## src/rtl/video_timing_gen.sv

```systemverilog
// Raster timing generator: pixel/line counters with sync, data-enable and
// frame-event pulses, every output registered and decoded from the next state.
module video_timing_gen #(
  parameter int H_ACTIVE = 640,
  parameter int H_FP     = 16,
  parameter int H_SYNC   = 96,
  parameter int H_BP     = 48,
  parameter int V_ACTIVE = 480,
  parameter int V_FP     = 10,
  parameter int V_SYNC   = 2,
  parameter int V_BP     = 29,
  parameter bit H_POL    = 1'b0,
  parameter bit V_POL    = 1'b0,
  parameter int CNT_W    = 10
) (
  input  logic             clk25,
  input  logic             reset_n,
  input  logic             en,
  output logic [CNT_W-1:0] xpos,
  output logic [CNT_W-1:0] ypos,
  output logic             hsync,
  output logic             vsync,
  output logic             de,
  output logic             line_start,
  output logic             frame_start,
  output logic             end_of_active,
  output logic [7:0]       frame_count
);

  localparam int H_TOTAL = H_ACTIVE + H_FP + H_SYNC + H_BP;
  localparam int V_TOTAL = V_ACTIVE + V_FP + V_SYNC + V_BP;

  if (H_TOTAL >= (1 << CNT_W) || V_TOTAL >= (1 << CNT_W)) begin : g_size_check
    $error("video_timing_gen: H_TOTAL/V_TOTAL do not fit in CNT_W bits");
  end

  localparam logic [CNT_W-1:0] H_LAST     = CNT_W'(H_TOTAL - 1);
  localparam logic [CNT_W-1:0] V_LAST     = CNT_W'(V_TOTAL - 1);
  localparam logic [CNT_W-1:0] H_ACT      = CNT_W'(H_ACTIVE);
  localparam logic [CNT_W-1:0] V_ACT      = CNT_W'(V_ACTIVE);
  localparam logic [CNT_W-1:0] V_ACT_LAST = CNT_W'(V_ACTIVE - 1);
  localparam logic [CNT_W-1:0] HS_BEG     = CNT_W'(H_ACTIVE + H_FP);
  localparam logic [CNT_W-1:0] HS_END     = CNT_W'(H_ACTIVE + H_FP + H_SYNC);
  localparam logic [CNT_W-1:0] VS_BEG     = CNT_W'(V_ACTIVE + V_FP);
  localparam logic [CNT_W-1:0] VS_END     = CNT_W'(V_ACTIVE + V_FP + V_SYNC);

  function automatic logic in_window(input logic [CNT_W-1:0] pos,
                                     input logic [CNT_W-1:0] beg,
                                     input logic [CNT_W-1:0] fin);
    return (pos >= beg) && (pos < fin);
  endfunction

  logic [CNT_W-1:0] xpos_nxt;
  logic [CNT_W-1:0] ypos_nxt;
  logic             line_wrap;
  logic             frame_wrap;
  logic             active_end;

  // Next-state counters; the registered outputs below decode from these so
  // that sync/de land in the same cycle as the position they describe.
  always_comb begin
    xpos_nxt  = xpos;
    ypos_nxt  = ypos;
    line_wrap = 1'b0;
    if (en) begin
      if (xpos == H_LAST) begin
        xpos_nxt  = '0;
        line_wrap = 1'b1;
        ypos_nxt  = (ypos == V_LAST) ? '0 : ypos + CNT_W'(1);
      end else begin
        xpos_nxt = xpos + CNT_W'(1);
      end
    end
  end

  assign frame_wrap = line_wrap && (ypos == V_LAST);
  assign active_end = line_wrap && (ypos == V_ACT_LAST);

  always_ff @(posedge clk25) begin
    if (!reset_n) begin
      xpos          <= '0;
      ypos          <= '0;
      hsync         <= ~H_POL;
      vsync         <= ~V_POL;
      de            <= 1'b1;
      line_start    <= 1'b0;
      frame_start   <= 1'b0;
      end_of_active <= 1'b0;
      frame_count   <= '0;
    end else begin
      xpos          <= xpos_nxt;
      ypos          <= ypos_nxt;
      hsync         <= in_window(xpos_nxt, HS_BEG, HS_END) ? H_POL : ~H_POL;
      vsync         <= in_window(ypos_nxt, VS_BEG, VS_END) ? V_POL : ~V_POL;
      de            <= (xpos_nxt < H_ACT) && (ypos_nxt < V_ACT);
      line_start    <= line_wrap;
      frame_start   <= frame_wrap;
      end_of_active <= active_end;
      if (frame_wrap) begin
        frame_count <= frame_count + 8'd1;
      end
    end
  end

endmodule

```

## config.mk

```make
export PLATFORM = sky130hd
export DESIGN_NAME = video_timing_gen
export DESIGN_NICKNAME = d
export VERILOG_FILES = /design/src/rtl/video_timing_gen.sv
export SDC_FILE = /design/constraint.sdc
export NUM_CORES = 1
export LEC_CHECK = 0
export ABC_AREA = 1
export CAP_MARGIN = 20
export CORE_UTILIZATION = 36
export CTS_BUF_LIST = sky130_fd_sc_hd__clkbuf_8
export DETAILED_ROUTE_END_ITERATION = 10
export PLACE_DENSITY = 0.61
export SKIP_CTS_REPAIR_TIMING = 1
export SYNTH_ARGS = -nofsm -noshare
export SYNTH_HDL_FRONTEND = slang
export SYNTH_SLANG_ARGS = --single-unit
```

## constraint.sdc

```tcl
create_clock -name clk25 -period 1.5 [get_ports clk25]
set_clock_uncertainty 0.05 [all_clocks]
set_input_delay 0.225 -clock clk25 [delete_from_list [all_inputs] [get_ports clk25]]
set_output_delay 0.225 -clock clk25 [all_outputs]
set_load 0.05 [all_outputs]
```

# Yosys cells after proc, flatten, opt, wreduce, memory -nomap -nowiden
# Cells that the tools add are included.
dict set report totals {
  ff_bits 34
  in_bits 3
  output_inout_bits 34
  word_cells 35
}
dict set report op_classes {
  add_sub_neg 3
  order_cmp 6
  n_eq_ne 3
  mux 9
  reduce_logical 5
}
# cell count
set op_table {}
lappend op_table {{$mux W10} 5}
lappend op_table {{$add A10 B1 Y10 const B} 2}
lappend op_table {{$eq A10 B10 Y1 const B} 2}
lappend op_table {{$lt A10 B10 Y1 const B} 2}
lappend op_table {{$lt A10 B9 Y1 const B} 2}
lappend op_table {{$eq A10 B9 Y1 const B} 1}
lappend op_table {{$ge A10 B10 Y1 const B} 1}
lappend op_table {{$ge A10 B9 Y1 const B} 1}
lappend op_table {{$add A8 B1 Y8 const B} 1}
lappend op_table {{$logic_and A1 B1 Y1} 5}
lappend op_table {{$mux W1} 4}

# Depth between registers and ports, before layout
dict set report depth {
  depth_word 7
  ltp_mapped 13
  ltp_nobuf 13
}

# Least setup slack after synthesis
# Ideal clock, no wire load.
dict set report synth_path {
  path_type {register -> register}
  startpoint {reg xpos[0]}
  endpoint {reg de}
  setup_ns 0.112
  arrival_time_ns 1.950
  t_required_ns 1.338
  slack_ns -0.612
  stages_incl_launch_ff 14
  path_buffers 1
  synth_period_minus_slack_ns 2.112
  path_cell_list {dfxtp_1 -> ha_1 -> nand2_2 -> clkinv_1 -> nand3_2 -> nor2_4 -> buf_6 -> nand3_2 -> nand2_1 -> nand2_1 -> nor2_1 -> nand3_1 -> nand2_1 -> nand2_1}
}
dict set report synth_via {
  elab_chain_len 5
}
# element line_no
set synth_rtl {}
lappend synth_rtl {{from (decl)} 19} ;# output logic [CNT_W-1:0] xpos,
lappend synth_rtl {{from (signal assigned)} 91} ;# xpos <= xpos_nxt;
lappend synth_rtl {{$add A10 B1 Y10 or $eq A10 B10 Y1 (tied branches)} {71, 66}}
lappend synth_rtl {{$mux W10} 66} ;# if (xpos == H_LAST) begin
lappend synth_rtl {{$mux W10} 65} ;# if (en) begin
lappend synth_rtl {{$lt A10 B10 Y1 or $lt A10 B9 Y1 (tied branches)} 95} ;# de <= (xpos_nxt < H_ACT) && (ypos_nxt < V_ACT);
lappend synth_rtl {{$logic_and A1 B1 Y1 *} 95}
lappend synth_rtl {{to (signal assigned)} 95}
lappend synth_rtl {{to (decl)} 23} ;# output logic de,
# Mark *: on every way between the ends. The rest lies on a longest branch, timed or not.
# A chain may end at the register's enable or synchronous reset.

# Final worst setup path
dict set report layout_path {
  startpoint {reg xpos[0]}
  endpoint {reg frame_count[1]}
}
dict set report layout_via {
  elab_chain_len 4
}
# element line_no
set layout_rtl {}
lappend layout_rtl {{$eq A10 B10 Y1} 66}
lappend layout_rtl {{$mux W1} 66}
lappend layout_rtl {{$mux W1} 65}
lappend layout_rtl {{$logic_and A1 B1 Y1} 76} ;# assign frame_wrap = line_wrap && (ypos == V_LAST);
lappend layout_rtl {{to (signal assigned)} 100} ;# frame_count <= frame_count + 8'd1;
lappend layout_rtl {{to (decl)} 27} ;# output logic [7:0] frame_count
# Every way passes these cells.

==> results.md <==
- Total Wirelength: 5820 µm
- Clock slew at reported path FFs: 0.07 ns
- Worst slew pin tran: 0.270 ns
- Switching share of power: 24.2%
- Syn Std Cell Area: 1880 µm²
- Leakage power: 1.53 nW
- Sequential power share: 51.4%
- Drt initial violations: 129
- Part of the power in the clock network: 38.9%
- Pint: 0.00134 W
- Crit path DAT: 1.92 ns
- Critical path's slowest cell: dfxtp_4
- Worst-path fanout max: 4
- Max incr delay on CP: 0.36 ns
- Final Cycle Share: 119%
- Post-synth top area cell: dfxtp_1
- First-pass iteration count of the detailed router: 4
- Cts bufs inserted: 5
- Seq cells post-synth: 34
- Largest net degree at the start of global routing: 19
- Sink Count: 34
- DR vias: 2190
- Reg area: 723 µm²
- Port bufs: 36
- Achievable Freq: 559 MHz
- Total Routing Usage GR: 21.3%
- I/O Pins: 37
- Clock Latency Late Sink: 0.29 ns
- # setup viols final: 20
- CTS max path bufs: 2
- VDD IR-drop max: 0.000575 V
- Die width: 74.2 µm
- Detailed Place HPWL: 4210 µm
- Mapped Cells: 277
- Worst setup SP type: flip-flop
- Worst setup path class: reg -> reg
- DR WL/cell: 12.7 µm
- Share of the synthesized area in the top cell type: 36.2%
- NumNets Final: 398
- H-tree Lvls: 2
- Final Wtd Congestion: 0.868
- Grt total ovfl: 0
- Initial Utilization: 38.5%
- Logic pwr share: 9.7%
- Synth Area per Inst: 6.78 µm²
- Share of cells above drive strength 1: 49.7%
- Net Count, Synth: 284
- Seq/Total Area, Yosys: 36.2%
- Overall Power: 0.00177 W
- Area of the core: 4880 µm²
- Cell breakdown of the critical path: ha_4, nand2_1, nor2_2, buf_4, nand2_2, nor2_4, nand3_4, buf_4, buf_6, o21ai_2, a21oi_1
- Minimum clock period: 1.79 ns
- RSZ-0062 raised after global routing: yes
- Pwr/cell area: 508 nW/µm²
- Root Buffer: clkbuf_8
- CP required: 1.63 ns
- Area Growth Syn to Fin: 85.2%
- CP delay by family, top: simple AND/OR/NAND/NOR gates
- Max-slew violations: 0
- Die area: 5510 µm²
- YS warnings: 0
- Placed inst area: 3150 µm²
- ANT nets after route: 0
- Vias in the first global route: 2018
- Routed vias/inst: 4.77
- Finished layout cell area: 3480 µm²
- Failing checks: setup timing
- Die Height: 74.2 µm
- Fin worst setup slack: -0.289 ns
- First-pass GRT wire length: 8970 µm
- Hold Path Class: reg -> reg
- Yosys cell types: 29
- WP buf/inv: 3
- Row Count: 25
- Switch Pwr: 0.000428 W
- Fillers: 375
- CTS tree: done
- Initial antenna violation count: 0
- CP Capture Type: flip-flop
- Largest cells by area after synthesis: dfxtp_1 (36%), nand2_1 (12%), nor2_1 (9.0%), inv_1 (8.0%), nand3_1 (6.4%)
- N_diodes: 0
- Most used cell, CP: buf_4
- Residual DRC: 0
- Max-cap violations: 0
- Final hold violations: 0
- Multi-input logic area: 1210 µm²
- Rel. slew slack: 81.9%
- Status: complete, but fails checks
==> cells by family (layout without fill, tap and decap cells) <==
kind of cell / after synthesis / count (layout) / share of synthesized area (%)
adders and majority gates: 4 / 4 / 2.66
buffers and inverters: 47 / 161 / 9.86
DFF: 34 / 34 / 36.2
xor gates and xnor gates: 4 / 4 / 1.87
AOI/OAI and AO/OA: 18 / 18 / 5.00
and+or+nand+nor: 170 / 171 / 44.4
==> flip-flops by register name, summed over array words and instances (netlist names) <==
name           cells
de                 1
end_of_active      1
frame_count        8
frame_start        1
hsync              1
line_start         1
vsync              1
xpos              10
ypos              10
==> synth_stat cells <==
master / instances
nor3_1: 4
nor3b_2: 2
inv_1: 40
nor3b_1: 3
a21oi_1: 6
buf_6: 1
o21ai_2: 1
nor2_4: 3
nor3_2: 1
nand3_2: 4
nand4_1: 11
o21ai_1: 3
nand3b_1: 3
dfxtp_1: 34
inv_2: 2
xor2_1: 4
or2_2: 1
nand4_2: 1
clkbuf_1: 1
nand2_1: 61
nor3_4: 1
clkinv_1: 2
nor2_2: 4
nand2_2: 2
nand3_1: 24
buf_2: 1
o21ai_0: 8
ha_1: 4
nor2_1: 45
==> power groups by stage <==
stage	clock network (W)	registers, W	logic [W]
finish	0.000688	0.000908	0.000172
floorplan	0	0.000960	0.0000399
global placement	0	0.000932	0.000155
detailed placement	0	0.000932	0.000158
global route	0.000741	0.000908	0.000183
CTS	0.000696	0.000912	0.000158
==> layout by cell type (no fill, tap or decap), types with 5 or more instances in the layout <==
cell | synthesis | final
buf_4 | 0 | 72
nand2_1 | 61 | 53
inv_1 | 40 | 39
nor2_1 | 45 | 37
buf_12 | 0 | 28
nand3_1 | 24 | 17
dfxtp_1 | 34 | 14
dfxtp_2 | 0 | 13
nor2_2 | 4 | 11
nand4_1 | 11 | 11
nand2_2 | 2 | 9
nand3_2 | 4 | 8
buf_6 | 1 | 7
dfxtp_4 | 0 | 7
clkbuf_8 | 0 | 6
nor2_4 | 3 | 5
o21ai_2 | 1 | 5
==> layer usage <==
metal	vias to the layer above	track usage, %	wire length, µm
met1	1013	28.4	2680
met5	-	0	0
met3	6	3.66	219
met4	0	6.08	62
li1	1112	-	-
met2	59	35.4	2850
==> metrics by stage <==
step / std cells / setup slack (ns) / util (%) / hold slack, ns / setup TNS, ns
after CTS: 452 / -0.260 / 66.5 / 0.484 / -2.73
final: 459 / -0.289 / 71.3 / 0.482 / -2.83
after global routing: 459 / -0.373 / 71.3 / 0.511 / -4.84
after detailed placement: 444 / -0.483 / 64.6 / 0.469 / -8.11
after floorplan: 277 / -0.209 / - / 0.244 / -0.820
after global placement: 444 / -0.429 / 64.6 / 0.459 / -7.45
==> cell type report <==
cell class                      count  share of cell area (%)
Inverter                           44                    4.89
Tap cell                           67                    2.41
Sequential cell                    34                    20.8
Multi-Input combinational cell    197                    34.8
Clock buffer                        6                    2.37
Timing Repair Buffer              109                    34.5
Clock inverter                      2                   0.216
==> final timing paths <==
kind / from / to / slack [ns] / cells past startpoint
setup / recovery: xpos[0] / frame_count[1] / -0.29 / 11
hold / removal: frame_count[1] / frame_count[1] / 0.48 / 2
setup reg to reg: xpos[0] / frame_count[1] / -0.29 / 11
hold reg to reg: frame_count[1] / frame_count[1] / 0.48 / 2
==> worst min-delay path, stage by stage (launching register included) <==
cell	delay [ns]
dfxtp_1	0.36
inv_1	0.07
a21oi_1	0.05
No activity file was read; power rests on OpenSTA's default activity.
==> patch (config.mk and constraints unchanged) <==
Change the parameter `V_ACTIVE` from 480 to 240.
--- a/src/rtl/video_timing_gen.sv
+++ b/src/rtl/video_timing_gen.sv
@@ -5,7 +5,7 @@
   parameter int H_FP     = 16,
   parameter int H_SYNC   = 96,
   parameter int H_BP     = 48,
-  parameter int V_ACTIVE = 480,
+  parameter int V_ACTIVE = 240,
   parameter int V_FP     = 10,
   parameter int V_SYNC   = 2,
   parameter int V_BP     = 29,
Function: no difference found for any inputs over 10 cycles, from zero or initial values and one cycle with reset_n low; that may be too few to reach the edited logic, so the function may still have changed.
==> patch against the unedited design <==
Critical path depth is 1 higher; critical path type unchanged; the run still ends with negative setup slack left; worst setup slack worse by 0.025 ns; clock power is 3.5% higher; cell area is 4.2% higher; area after synthesis is 1.9% lower; power is 1.7% lower; sequential cell count stayed put; wire length is 5.7% higher.
==> patch: results (changes against the unedited design) <==
run status finished, violations left; violated checks negative setup slack; placed standard-cell area 3170 um2 (+0.56%); async set-or-reset flop fraction in the synthesized netlist 0% (unchanged); total of endpoints with negative setup slack in the final report 27 (+35%); Detailed Route WL 6150 um (+5.7%); post-synthesis compound-gate area fraction 5.30% (+0.30 points); reg2reg path depth 12 (+1); number of cells in the design after placement 453 (+2.0%); number of filler instances in the final layout 338 (-9.9%); maximum vdd ir drop 0.489 mV (-15%); parity-gate share of the synthesized area counting xor and xnor cells 1.90% (+0.035 points); Hold Path Stages 4 (+2); Vias per Instance 4.93 (+3.3%); drt pass-1 iters 4 (unchanged); gate count of the mapped netlist 279 (+0.72%); data arrival at the endpoint of the critical path 1.95 ns (+0.03 ns); sequential share of the synthesized area 36.9% (+0.69 points); DRT iter0 DRCs 91 (-29%); class of the most critical hold timing path input port to flip-flop; worst setup slack after layout -0.314 ns (-0.0252 ns); via count of the first global-routing pass 1981 (-1.8%); LEAKAGE 1.59 nW (+4.1%); total number of vias 2307 (+5.3%); final weighted congestion in routability-driven placement 0.843 (-2.8%); flip-flop cell with the highest count after synthesis dfxtp_1; combinational family with the most area after synthesis simple AND/OR/NAND/NOR gates; global routing usage summed across all routing layers 21.7% (+0.44 points); largest net degree at the start of global routing 16 (-3); share of final-layout standard cells stronger than drive strength 1 51.4% (+1.6 points); Distinct cells, synth 28 (-3.4%); buffers added on ports 36 (unchanged); internal portion of total power 1.32 mW (-1.8%); leading registers by flop count xpos (10), ypos (10), frame_count (8); DP Worst Slack -0.498 ns (-0.0153 ns); hold slack 0.330 ns (-0.151 ns); cell types with the highest counts after synthesis nand2_1, nor2_1, inv_1; top cells by area, synth dfxtp_1, nand2_1, nor2_1, inv_1, nand3_1; Slew @ Worst Pin 0.399 ns (+0.129 ns); critical path peak fanout 4 (unchanged); synthesized-area fraction occupied by adder cells 2.72% (+0.051 points); net count of the finished layout 407 (+2.3%); number of antenna repair diodes 0 (unchanged); cell at the root of the clock tree clkbuf_8; Synthesized Nets 286 (+0.70%); number of antenna violations at the first check in global routing 0 (unchanged); half-perimeter wire length of the detailed placement result 4230 um (+0.32%); first-pass GRT wire length 8960 um (-0.16%); Inserted Clock Buffers 5 (unchanged); number of buffers on the longest clock path 2 (unchanged); mux share of post-synthesis cell area 0% (unchanged)
-- patch: final cells by class --
| type | instances | share of cell area [%] |
|---|---|---|
| multi-input cells | 198 | 34.8 |
| clock inverters | 2 | 0.242 |
| well taps | 67 | 2.31 |
| clock buffers | 6 | 2.28 |
| repair buffers | 119 | 36.1 |
| inverters | 42 | 4.42 |
| flip-flops and latches | 34 | 19.8 |
-- patch: stage by stage --
step                TNS [ns]  utilization (%)
detailed placement     -7.16             65.8
CTS                    -4.65             67.7
floorplan              -1.85                -
global placement       -6.09             65.8
global route           -6.04             75.2
finish                 -3.64             75.2
-- patch: worst paths after layout --
path                   from             end
max                 xpos[1]           vsync
min                      en         xpos[2]
max reg2reg         xpos[1]           vsync
min reg2reg  frame_count[4]  frame_count[4]
-- patch: kinds of logic (layout without fill, tap and decap cells) --
kind of cell | Yosys count | in the layout
simple gates | 171 | 171
buf+inv | 47 | 169
compound gates | 19 | 19
flops | 34 | 34
xor+xnor | 4 | 4
fa+ha+maj | 4 | 4
-- patch: layer usage --
layer / share of wire [%] / wire length [um] / vias to the layer above / track usage, %
li1: - / - / 1141 / -
met5: 0 / 0 / - / 0
met3: 4.8 / 292 / 13 / 4.66
met4: 1.5 / 95 / 0 / 8.33
met2: 53 / 3230 / 74 / 35.7
met1: 41 / 2530 / 1079 / 27.7
-- patch: critical path, stage by stage, from the launching register on --
cell     delay (ns)
dfxtp_4        0.36
ha_4           0.14
nand2_4        0.05
nor2_4         0.14
nand3_4        0.11
nor2_4         0.18
buf_6          0.13
buf_6          0.09
o21ai_4        0.05
a21oi_2        0.15
nand2_1        0.09
nor2_1         0.10
nand2_1        0.05
-- patch: power groups by stage --
stage               Clock (mW)  Combinational (mW)  Sequential (mW)
floorplan                    0              0.0315            0.942
global placement             0               0.111            0.924
detailed placement           0               0.112            0.924
CTS                      0.719               0.113            0.903
global route             0.762               0.129            0.904
finish                   0.712               0.122            0.904
